<file path="src/rtl/ssp_pkg.sv">
// Shared types and helpers for the second-generation synchronous serial port.
package ssp_pkg;

   typedef enum logic [1:0] {IDLE, FRAME, SHIFT} tx_state_t;
   typedef enum logic {R_IDLE, R_SHIFT} rx_state_t;

   // Bits needed to hold an occupancy of 0..depth inclusive.
   function automatic int level_width(input int depth);
      return $clog2(depth + 1);
   endfunction

endpackage

</file>
<file path="src/rtl/ssp_fifo.sv">
// Synchronous FIFO with show-ahead read data and occupancy level.
module ssp_fifo
   import ssp_pkg::*;
#(
   parameter int DATA_W     = 8,
   parameter int FIFO_DEPTH = 4,
   parameter int LVL_W      = level_width(FIFO_DEPTH)
) (
   input  logic              clk_sys,
   input  logic              rst_n,
   input  logic              push,
   input  logic              pop,
   input  logic [DATA_W-1:0] wdata,
   output logic [DATA_W-1:0] rdata,
   output logic              full,
   output logic              empty,
   output logic [LVL_W-1:0]  level
);

   localparam int PTR_W = $clog2(FIFO_DEPTH);

   logic [DATA_W-1:0] mem [FIFO_DEPTH];
   logic [PTR_W-1:0]  wr_ptr;
   logic [PTR_W-1:0]  rd_ptr;
   logic              do_push;
   logic              do_pop;

   assign full    = (level == LVL_W'(FIFO_DEPTH));
   assign empty   = (level == '0);
   assign rdata   = mem[rd_ptr];
   assign do_pop  = pop & ~empty;
   // A simultaneous pop lets a push land at full; callers that must not
   // rely on that gate push themselves.
   assign do_push = push & (~full | do_pop);

   always_ff @(posedge clk_sys) begin
      if (do_push) mem[wr_ptr] <= wdata;
   end

   always_ff @(posedge clk_sys or negedge rst_n) begin
      if (!rst_n) begin
         wr_ptr <= '0;
         rd_ptr <= '0;
         level  <= '0;
      end else begin
         if (do_push) wr_ptr <= wr_ptr + 1'b1;
         if (do_pop)  rd_ptr <= rd_ptr + 1'b1;
         case ({do_push, do_pop})
            2'b10:   level <= level + 1'b1;
            2'b01:   level <= level - 1'b1;
            default: level <= level;
         endcase
      end
   end

endmodule

</file>
<file path="src/rtl/ssp_gen2.sv">
// Synchronous serial port: bus-side TX/RX FIFOs, serial clock divider,
// framed transmitter and receiver with optional internal loopback.
//
// state   | meaning
// IDLE    | transmitter waiting for a word and a falling serial edge
// FRAME   | SSPFSSOUT high for one bit period ahead of the data
// SHIFT   | driving data bits; may pre-load the next word on the last bit
// R_IDLE  | receiver waiting for a rise with frame sync high
// R_SHIFT | sampling DATA_W bits, one per rising serial clock
module ssp_gen2
   import ssp_pkg::*;
#(
   parameter int DATA_W     = 8,
   parameter int FIFO_DEPTH = 4,
   parameter int CLK_DIV    = 1,
   parameter int LSB_FIRST  = 0,
   parameter int LVL_W      = level_width(FIFO_DEPTH)
) (
   input  logic              PCLK,
   input  logic              CLEAR_B,
   input  logic              PSEL,
   input  logic              PWRITE,
   input  logic [DATA_W-1:0] PWDATA,
   output logic [DATA_W-1:0] PRDATA,
   input  logic              LOOPBACK,
   input  logic              SSPCLKIN,
   input  logic              SSPFSSIN,
   input  logic              SSPRXD,
   output logic              SSPCLKOUT,
   output logic              SSPFSSOUT,
   output logic              SSPTXD,
   output logic              SSPOE_B,
   output logic              SSPTXINTR,
   output logic              SSPRXINTR,
   output logic              RXOVR,
   output logic [LVL_W-1:0]  TXLEVEL,
   output logic [LVL_W-1:0]  RXLEVEL
);

   localparam int DIV_W = (CLK_DIV > 1) ? $clog2(CLK_DIV) : 1;
   localparam int CNT_W = $clog2(DATA_W);
   localparam logic [DIV_W-1:0] DIV_LAST = DIV_W'(CLK_DIV - 1);
   localparam logic [CNT_W-1:0] CNT_LAST = CNT_W'(DATA_W - 1);

   function automatic logic lead_bit(input logic [DATA_W-1:0] w);
      return (LSB_FIRST != 0) ? w[0] : w[DATA_W-1];
   endfunction

   function automatic logic [DATA_W-1:0] drop_lead(input logic [DATA_W-1:0] w);
      return (LSB_FIRST != 0) ? (w >> 1) : (w << 1);
   endfunction

   function automatic logic [DATA_W-1:0] shift_in(input logic [DATA_W-1:0] w, input logic b);
      return (LSB_FIRST != 0) ? {b, w[DATA_W-1:1]} : {w[DATA_W-2:0], b};
   endfunction

   logic [DIV_W-1:0]  div_cnt;
   logic              sclk;
   logic              fall_evt;

   tx_state_t         tx_state;
   logic [DATA_W-1:0] tx_sh;
   logic [CNT_W-1:0]  tx_cnt;
   logic              tx_next;
   logic              fss_out;
   logic              txd_out;
   logic              oe_b;

   rx_state_t         rx_state;
   logic [DATA_W-1:0] rx_sh;
   logic [CNT_W-1:0]  rx_cnt;
   logic              rx_prev;
   logic              rx_push;
   logic              src_clk;
   logic              src_fss;
   logic              src_dat;
   logic              rise;

   logic              rd_req;
   logic              tx_push;
   logic              tx_pop;
   logic              tx_full;
   logic              tx_empty;
   logic [DATA_W-1:0] tx_rdata;
   logic              rx_full;
   logic              rx_empty;
   logic [DATA_W-1:0] rx_rdata;
   logic              ovr_evt;

   assign fall_evt = (div_cnt == DIV_LAST) & sclk;

   always_ff @(posedge PCLK or negedge CLEAR_B) begin
      if (!CLEAR_B) begin
         div_cnt <= '0;
         sclk    <= 1'b0;
      end else if (div_cnt == DIV_LAST) begin
         div_cnt <= '0;
         sclk    <= ~sclk;
      end else begin
         div_cnt <= div_cnt + 1'b1;
      end
   end

   // Pops happen only when starting from idle or when the last bit of the
   // current word goes out, so the shift register is always free to reload.
   assign tx_pop = fall_evt & ~tx_empty &
                   ((tx_state == IDLE) | ((tx_state == SHIFT) & (tx_cnt == CNT_W'(1))));
   assign tx_push = PSEL & PWRITE & ~tx_full;

   always_ff @(posedge PCLK or negedge CLEAR_B) begin
      if (!CLEAR_B) begin
         tx_state <= IDLE;
         tx_sh    <= '0;
         tx_cnt   <= '0;
         tx_next  <= 1'b0;
         fss_out  <= 1'b0;
         txd_out  <= 1'b0;
         oe_b     <= 1'b1;
      end else begin
         case (tx_state)
            IDLE: begin
               if (tx_pop) begin
                  tx_sh    <= tx_rdata;
                  fss_out  <= 1'b1;
                  tx_state <= FRAME;
               end
            end
            FRAME: begin
               if (fall_evt) begin
                  fss_out  <= 1'b0;
                  oe_b     <= 1'b0;
                  txd_out  <= lead_bit(tx_sh);
                  tx_sh    <= drop_lead(tx_sh);
                  tx_cnt   <= CNT_LAST;
                  tx_state <= SHIFT;
               end
            end
            SHIFT: begin
               if (fall_evt) begin
                  if (tx_cnt != '0) begin
                     txd_out <= lead_bit(tx_sh);
                     tx_sh   <= drop_lead(tx_sh);
                     tx_cnt  <= tx_cnt - 1'b1;
                     if (tx_pop) begin
                        tx_sh   <= tx_rdata;
                        fss_out <= 1'b1;
                        tx_next <= 1'b1;
                     end
                  end else if (tx_next) begin
                     fss_out <= 1'b0;
                     txd_out <= lead_bit(tx_sh);
                     tx_sh   <= drop_lead(tx_sh);
                     tx_cnt  <= CNT_LAST;
                     tx_next <= 1'b0;
                  end else begin
                     oe_b     <= 1'b1;
                     txd_out  <= 1'b0;
                     tx_state <= IDLE;
                  end
               end
            end
            default: tx_state <= IDLE;
         endcase
      end
   end

   assign src_clk = LOOPBACK ? sclk    : SSPCLKIN;
   assign src_fss = LOOPBACK ? fss_out : SSPFSSIN;
   assign src_dat = LOOPBACK ? txd_out : SSPRXD;
   assign rise    = src_clk & ~rx_prev;

   always_ff @(posedge PCLK or negedge CLEAR_B) begin
      if (!CLEAR_B) begin
         rx_state <= R_IDLE;
         rx_sh    <= '0;
         rx_cnt   <= '0;
         rx_prev  <= 1'b0;
         rx_push  <= 1'b0;
      end else begin
         rx_prev <= src_clk;
         rx_push <= 1'b0;
         case (rx_state)
            R_IDLE: begin
               if (rise & src_fss) begin
                  rx_cnt   <= CNT_LAST;
                  rx_state <= R_SHIFT;
               end
            end
            R_SHIFT: begin
               if (rise) begin
                  rx_sh <= shift_in(rx_sh, src_dat);
                  if (rx_cnt == '0) begin
                     rx_push <= 1'b1;
                     rx_cnt  <= CNT_LAST;
                     if (!src_fss) rx_state <= R_IDLE;
                  end else begin
                     rx_cnt <= rx_cnt - 1'b1;
                  end
               end
            end
            default: rx_state <= R_IDLE;
         endcase
      end
   end

   assign rd_req  = PSEL & ~PWRITE;
   assign ovr_evt = rx_push & rx_full & ~rd_req;

   always_ff @(posedge PCLK or negedge CLEAR_B) begin
      if (!CLEAR_B) begin
         PRDATA <= '0;
         RXOVR  <= 1'b0;
      end else begin
         if (rd_req) PRDATA <= rx_empty ? '0 : rx_rdata;
         if (ovr_evt)     RXOVR <= 1'b1;
         else if (rd_req) RXOVR <= 1'b0;
      end
   end

   ssp_fifo #(.DATA_W(DATA_W), .FIFO_DEPTH(FIFO_DEPTH), .LVL_W(LVL_W)) u_tx_fifo (
      .clk_sys (PCLK),
      .rst_n   (CLEAR_B),
      .push    (tx_push),
      .pop     (tx_pop),
      .wdata   (PWDATA),
      .rdata   (tx_rdata),
      .full    (tx_full),
      .empty   (tx_empty),
      .level   (TXLEVEL)
   );

   ssp_fifo #(.DATA_W(DATA_W), .FIFO_DEPTH(FIFO_DEPTH), .LVL_W(LVL_W)) u_rx_fifo (
      .clk_sys (PCLK),
      .rst_n   (CLEAR_B),
      .push    (rx_push),
      .pop     (rd_req),
      .wdata   (rx_sh),
      .rdata   (rx_rdata),
      .full    (rx_full),
      .empty   (rx_empty),
      .level   (RXLEVEL)
   );

   assign SSPCLKOUT = sclk;
   assign SSPFSSOUT = fss_out;
   assign SSPTXD    = txd_out;
   assign SSPOE_B   = oe_b;
   assign SSPTXINTR = tx_full;
   assign SSPRXINTR = rx_full;

endmodule

</file>
<file path="config.mk">
export PLATFORM = sky130hd
export DESIGN_NAME = ssp_gen2
export DESIGN_NICKNAME = d
export VERILOG_FILES = /design/src/rtl/ssp_pkg.sv /design/src/rtl/ssp_fifo.sv /design/src/rtl/ssp_gen2.sv
export SDC_FILE = /design/constraint.sdc
export NUM_CORES = 1
export LEC_CHECK = 0
export CAP_MARGIN = 20
export CORE_MARGIN = 2
export CORE_UTILIZATION = 30
export CTS_BUF_LIST = sky130_fd_sc_hd__clkbuf_8
export CTS_CLUSTER_DIAMETER = 200
export DETAILED_ROUTE_END_ITERATION = 6
export PLACE_DENSITY = 0.47
export SLEW_MARGIN = 40
export SYNTH_ARGS = -nofsm -noshare
export SYNTH_HDL_FRONTEND = slang
export SYNTH_HIERARCHICAL = 1
export SYNTH_SLANG_ARGS = --single-unit
</file>
<file path="constraint.sdc">
create_clock -name PCLK -period 2.4 [get_ports PCLK]
set_clock_uncertainty 0.05 [all_clocks]
set_input_delay 0.48 -clock PCLK [delete_from_list [all_inputs] [get_ports PCLK]]
set_output_delay 0.48 -clock PCLK [all_outputs]
set_load 0.05 [all_outputs]
</file>
==> results_dict.tcl <==
set metrics [dict create \
    run_status "finished clean" \
    clock_latency_reported_for_the_late_side_of_the_worst_skew_pair_ns 0.44 \
    path_delay_family "adder cells" \
    core_mm2 0.0174 \
    final.period_utilization_pct 96.5 \
    setup_viol 0 \
    clk_pin_slew_worst_paths_ns 0.08 \
    synth_top_cell_area_share_pct 35.9 \
    groute.usage.overall_pct 12.5 \
    max-cap-violations 0 \
    ys_top_cells_by_area "edfxtp_1, dfrtp_1, mux4_2, ha_1, mux2_2" \
    initial_core_util_pct 30.8 \
    synth_ff_type "edfxtp_1" \
    final_nets 488 \
    timing.max_slew.rel_slack_pct 57.8 \
    cts_tree "yes" \
    synth_nets 415 \
    leakage_nw 2.59 \
    mux_contribution_to_synthesized_area_pct 10.4 \
    reg_to_reg_setup_timing_slack_ns 0.08 \
    final_count_of_hold_timing_violations 0 \
    critPathSlowestCell "dfrtp_1" \
    worst_r2r_startpoint "tx_state[1]" \
    syn_area_per_cell_um2 14.2 \
    number_of_drc_violations_after_detailed_routing_iteration_0 184 \
    rsz0062_at_grt "yes" \
    worst_hold_check_path_type "reg2reg" \
    final_number_of_max_transition_violations 0 \
    cts-root-to-sink-buffers 2 \
    routed_wire_length_per_instance_um 15.5 \
    clock-sinks 119 \
    antenna_cells_inserted 0 \
    critical_setup_path_class "reg2reg" \
    antenna_violation_net_count_after_detailed_routing 0 \
    number_of_synthesized_flops_with_an_enable_pin 64 \
    required_ns 2.70 \
    drt-vias-per-instance 4.59 \
    grt_antenna_before_repair 0 \
    die-area_mm2 0.0189 \
    synthSimpleGateAreaFrac_pct 9.75 \
    crit_path_end_kind "register" \
    timing.critical_path.arrival_ns 2.62 \
    synth.lib_cells_used.distinct 49 \
    yosys.area.top_type "edfxtp_1" \
    portBuffers 36 \
    ctsRootBufferMaster "clkbuf_8" \
    vdd_drop_max_mv 0.501 \
    pin_count 37 \
    rows 48 \
    achievable-frequency_ghz 0.432 \
    die_h_um 138 \
    syn2layout_area_growth_pct 23.6 \
    clock_h_tree_levels 4 \
    p_per_area_mw_per_mm2 1300 \
    holdPathStages 2 \
    timing.critical_path.cells "ha_4 > and3b_2 > o21a_4 > o21a_4 > inv_2 > ha_4 > inv_2 > fa_2 > xor2_1 > nor2_1 > xor2_1" \
    async_reset_ff_share_pct 46.2 \
    crit_path_start_kind "register" \
    main_combinational_cell_family_by_area_after_synthesis "multiplexers" \
    detailed_place_hpwl_mm 7.10 \
    grt_start_max_net_pins 42 \
    overflow 0 \
    syn-cell-area_mm2 0.00535 \
    cp.buffers_inverters 2 \
    first_global_vias 3125 \
    die_x_um 138 \
    drt_wl_total_mm 10.7 \
    global_route_wire_length_before_repair_mm 17.1 \
    synth-compound-area-share_pct 7.70 \
    yosys.area_share.xor_xnor_pct 1.96 \
    synth.ff_latch_count 119 \
    min-delay-start "PRDATA[0]" \
    cts_bufs_inserted 17 \
    period_needed_ns 2.32 \
    min_delay_worst_endpoint "PRDATA[0]" \
    detail_route.drc_violations 0 \
    syn_inst 377 \
    ff2ff_path_depth 11 \
    gpl.final_weighted_congestion 0.714 \
    crit_fanout 4 \
    total_power_mw 8.57 \
    yosys.area_share.adder_pct 5.43 \
    drt_first_pass_iters 4 \
    rr_endpoint "u_tx_fifo/level[2]" \
    sequential_cell_area_fraction_in_the_yosys_report_pct 61.7 \
    yosys_warns 6 \
    routed-via-count 3161 \
    post_route_cells_drive_above_1_share_pct 28.3 \
    critical_path.max_stage_delay_ns 0.44 \
    timing_worst_slew_pin_value_ns 0.634 \
    fin_util_pct 38.1 \
]
-- worst register-to-register path, cell delays in order, from the launching register on --
cell     delay, ns
dfrtp_1       0.44
ha_4          0.18
and3b_2       0.21
o21a_4        0.21
o21a_4        0.20
inv_2         0.06
ha_4          0.12
inv_2         0.03
fa_2          0.32
xor2_1        0.14
nor2_1        0.12
xor2_1        0.14
-- registers in the layout, indices dropped and copies added, names as in the netlist, 3 cells and up --
register and flops:
rx_sh 8, PRDATA 8, u_rx_fifo/level 3, u_rx_fifo/mem 32, tx_sh 8, tx_cnt 3
u_tx_fifo/mem 32, u_tx_fifo/level 3, rx_cnt 3
-- logic make-up after synthesis --
family                     Yosys count
and+or+nand+nor                     94
muxes                               33
AOI/OAI and AO/OA                   58
xor gates and xnor gates            12
adders and majority gates           22
buffers and inverters               39
DFF                                119
-- cell usage after synthesis (all sizes together), types with 2 or more instances --
cell type	count
a21oi	17
a31oi	8
and2	15
and3	7
buf	8
clkbuf	5
dfrtp	54
edfxtp	64
fa	2
ha	20
inv	25
mux2	13
mux2i	4
mux4	16
nand2	18
nand2b	14
nand3	4
nand3b	2
nor2	19
nor2b	2
nor3	4
nor3b	2
o21a	3
o21ai	11
o22ai	7
o31a	2
o31ai	3
or3	2
or3b	2
xnor2	6
xor2	6
-- worst max-delay path by stage --
stage	from	endpoint	slack, ns	depth (start not counted)
after floorplan	u_tx_fifo/level[2]	u_tx_fifo/level[2]	-0.06	11
after global placement	PWRITE	u_rx_fifo/level[2]	-0.11	11
after detailed placement	PWRITE	u_rx_fifo/level[2]	-0.15	11
after CTS	tx_state[1]	u_tx_fifo/level[2]	0.02	11
after global routing	tx_state[1]	u_tx_fifo/level[2]	-0.02	11
final	tx_state[1]	u_tx_fifo/level[2]	0.08	11
-- report_power, final --
group	switching (mW)	total, mW	internal (mW)
sequential	0.496	3.26	2.77
combinational	1.90	3.57	1.67
clock	0.901	1.74	0.836
-- repair_timing --
| item | in CTS | in global routing |
|---|---|---|
| pin swaps | 5 | 5 |
| hold buffers | 1 | 0 |
| setup buffers | 2 | 3 |
| setup endpoints to repair | 1 | 2 |
| endpoints found under the hold margin | 14 | 0 |
| gates resized for setup | 4 | 4 |
-- final cells by class --
class	instances	area, um2
clock inverter	15	138
tap	225	282
sequential	119	3310
timing repair buffer	67	613
fill	1650	10700
inverter	26	101
multi-input combinational	219	1930
clock buffer	17	234
-- through the flow --
step                TNS, ns  worst slack [ns]  hold WS [ns]  instances  area, um2
finish                    0            0.0837         0.430        688       6610
global route        -0.0152           -0.0152         0.446        688       6610
CTS                       0            0.0151         0.439        685       6560
detailed placement   -0.150            -0.150         0.385        650       6160
global placement     -0.105            -0.105         0.378        650       6160
floorplan           -0.0620           -0.0620         0.134        377       5380
-- placed cells by master, fill, tap and decap left out, types with 6 or more instances in the layout --
| cell type | Yosys | layout |
|---|---|---|
| a21oi_1 | 17 | 17 |
| a31oi_1 | 6 | 6 |
| and2_1 | 7 | 7 |
| and2_2 | 8 | 8 |
| and3_1 | 7 | 7 |
| buf_4 | 0 | 30 |
| clkbuf_8 | 0 | 17 |
| clkdlybuf4s50_1 | 0 | 32 |
| dfrtp_1 | 54 | 48 |
| dfrtp_2 | 0 | 6 |
| edfxtp_1 | 64 | 64 |
| ha_1 | 20 | 17 |
| inv_1 | 25 | 21 |
| inv_6 | 0 | 8 |
| mux2_2 | 11 | 11 |
| mux4_2 | 16 | 16 |
| nand2_1 | 18 | 18 |
| nand2b_1 | 14 | 14 |
| nor2_1 | 19 | 18 |
| o21ai_0 | 11 | 11 |
| o22ai_1 | 7 | 7 |
| xnor2_1 | 6 | 6 |
| xor2_1 | 6 | 6 |
-- per-layer routing --
metal  track usage (%)  part of all wire (%)
met1              16.6                    48
met2              18.8                    46
met3              4.34                   4.8
met4              4.47                   1.2
met5                 0                     0
(Power assumes the default switching activity.)
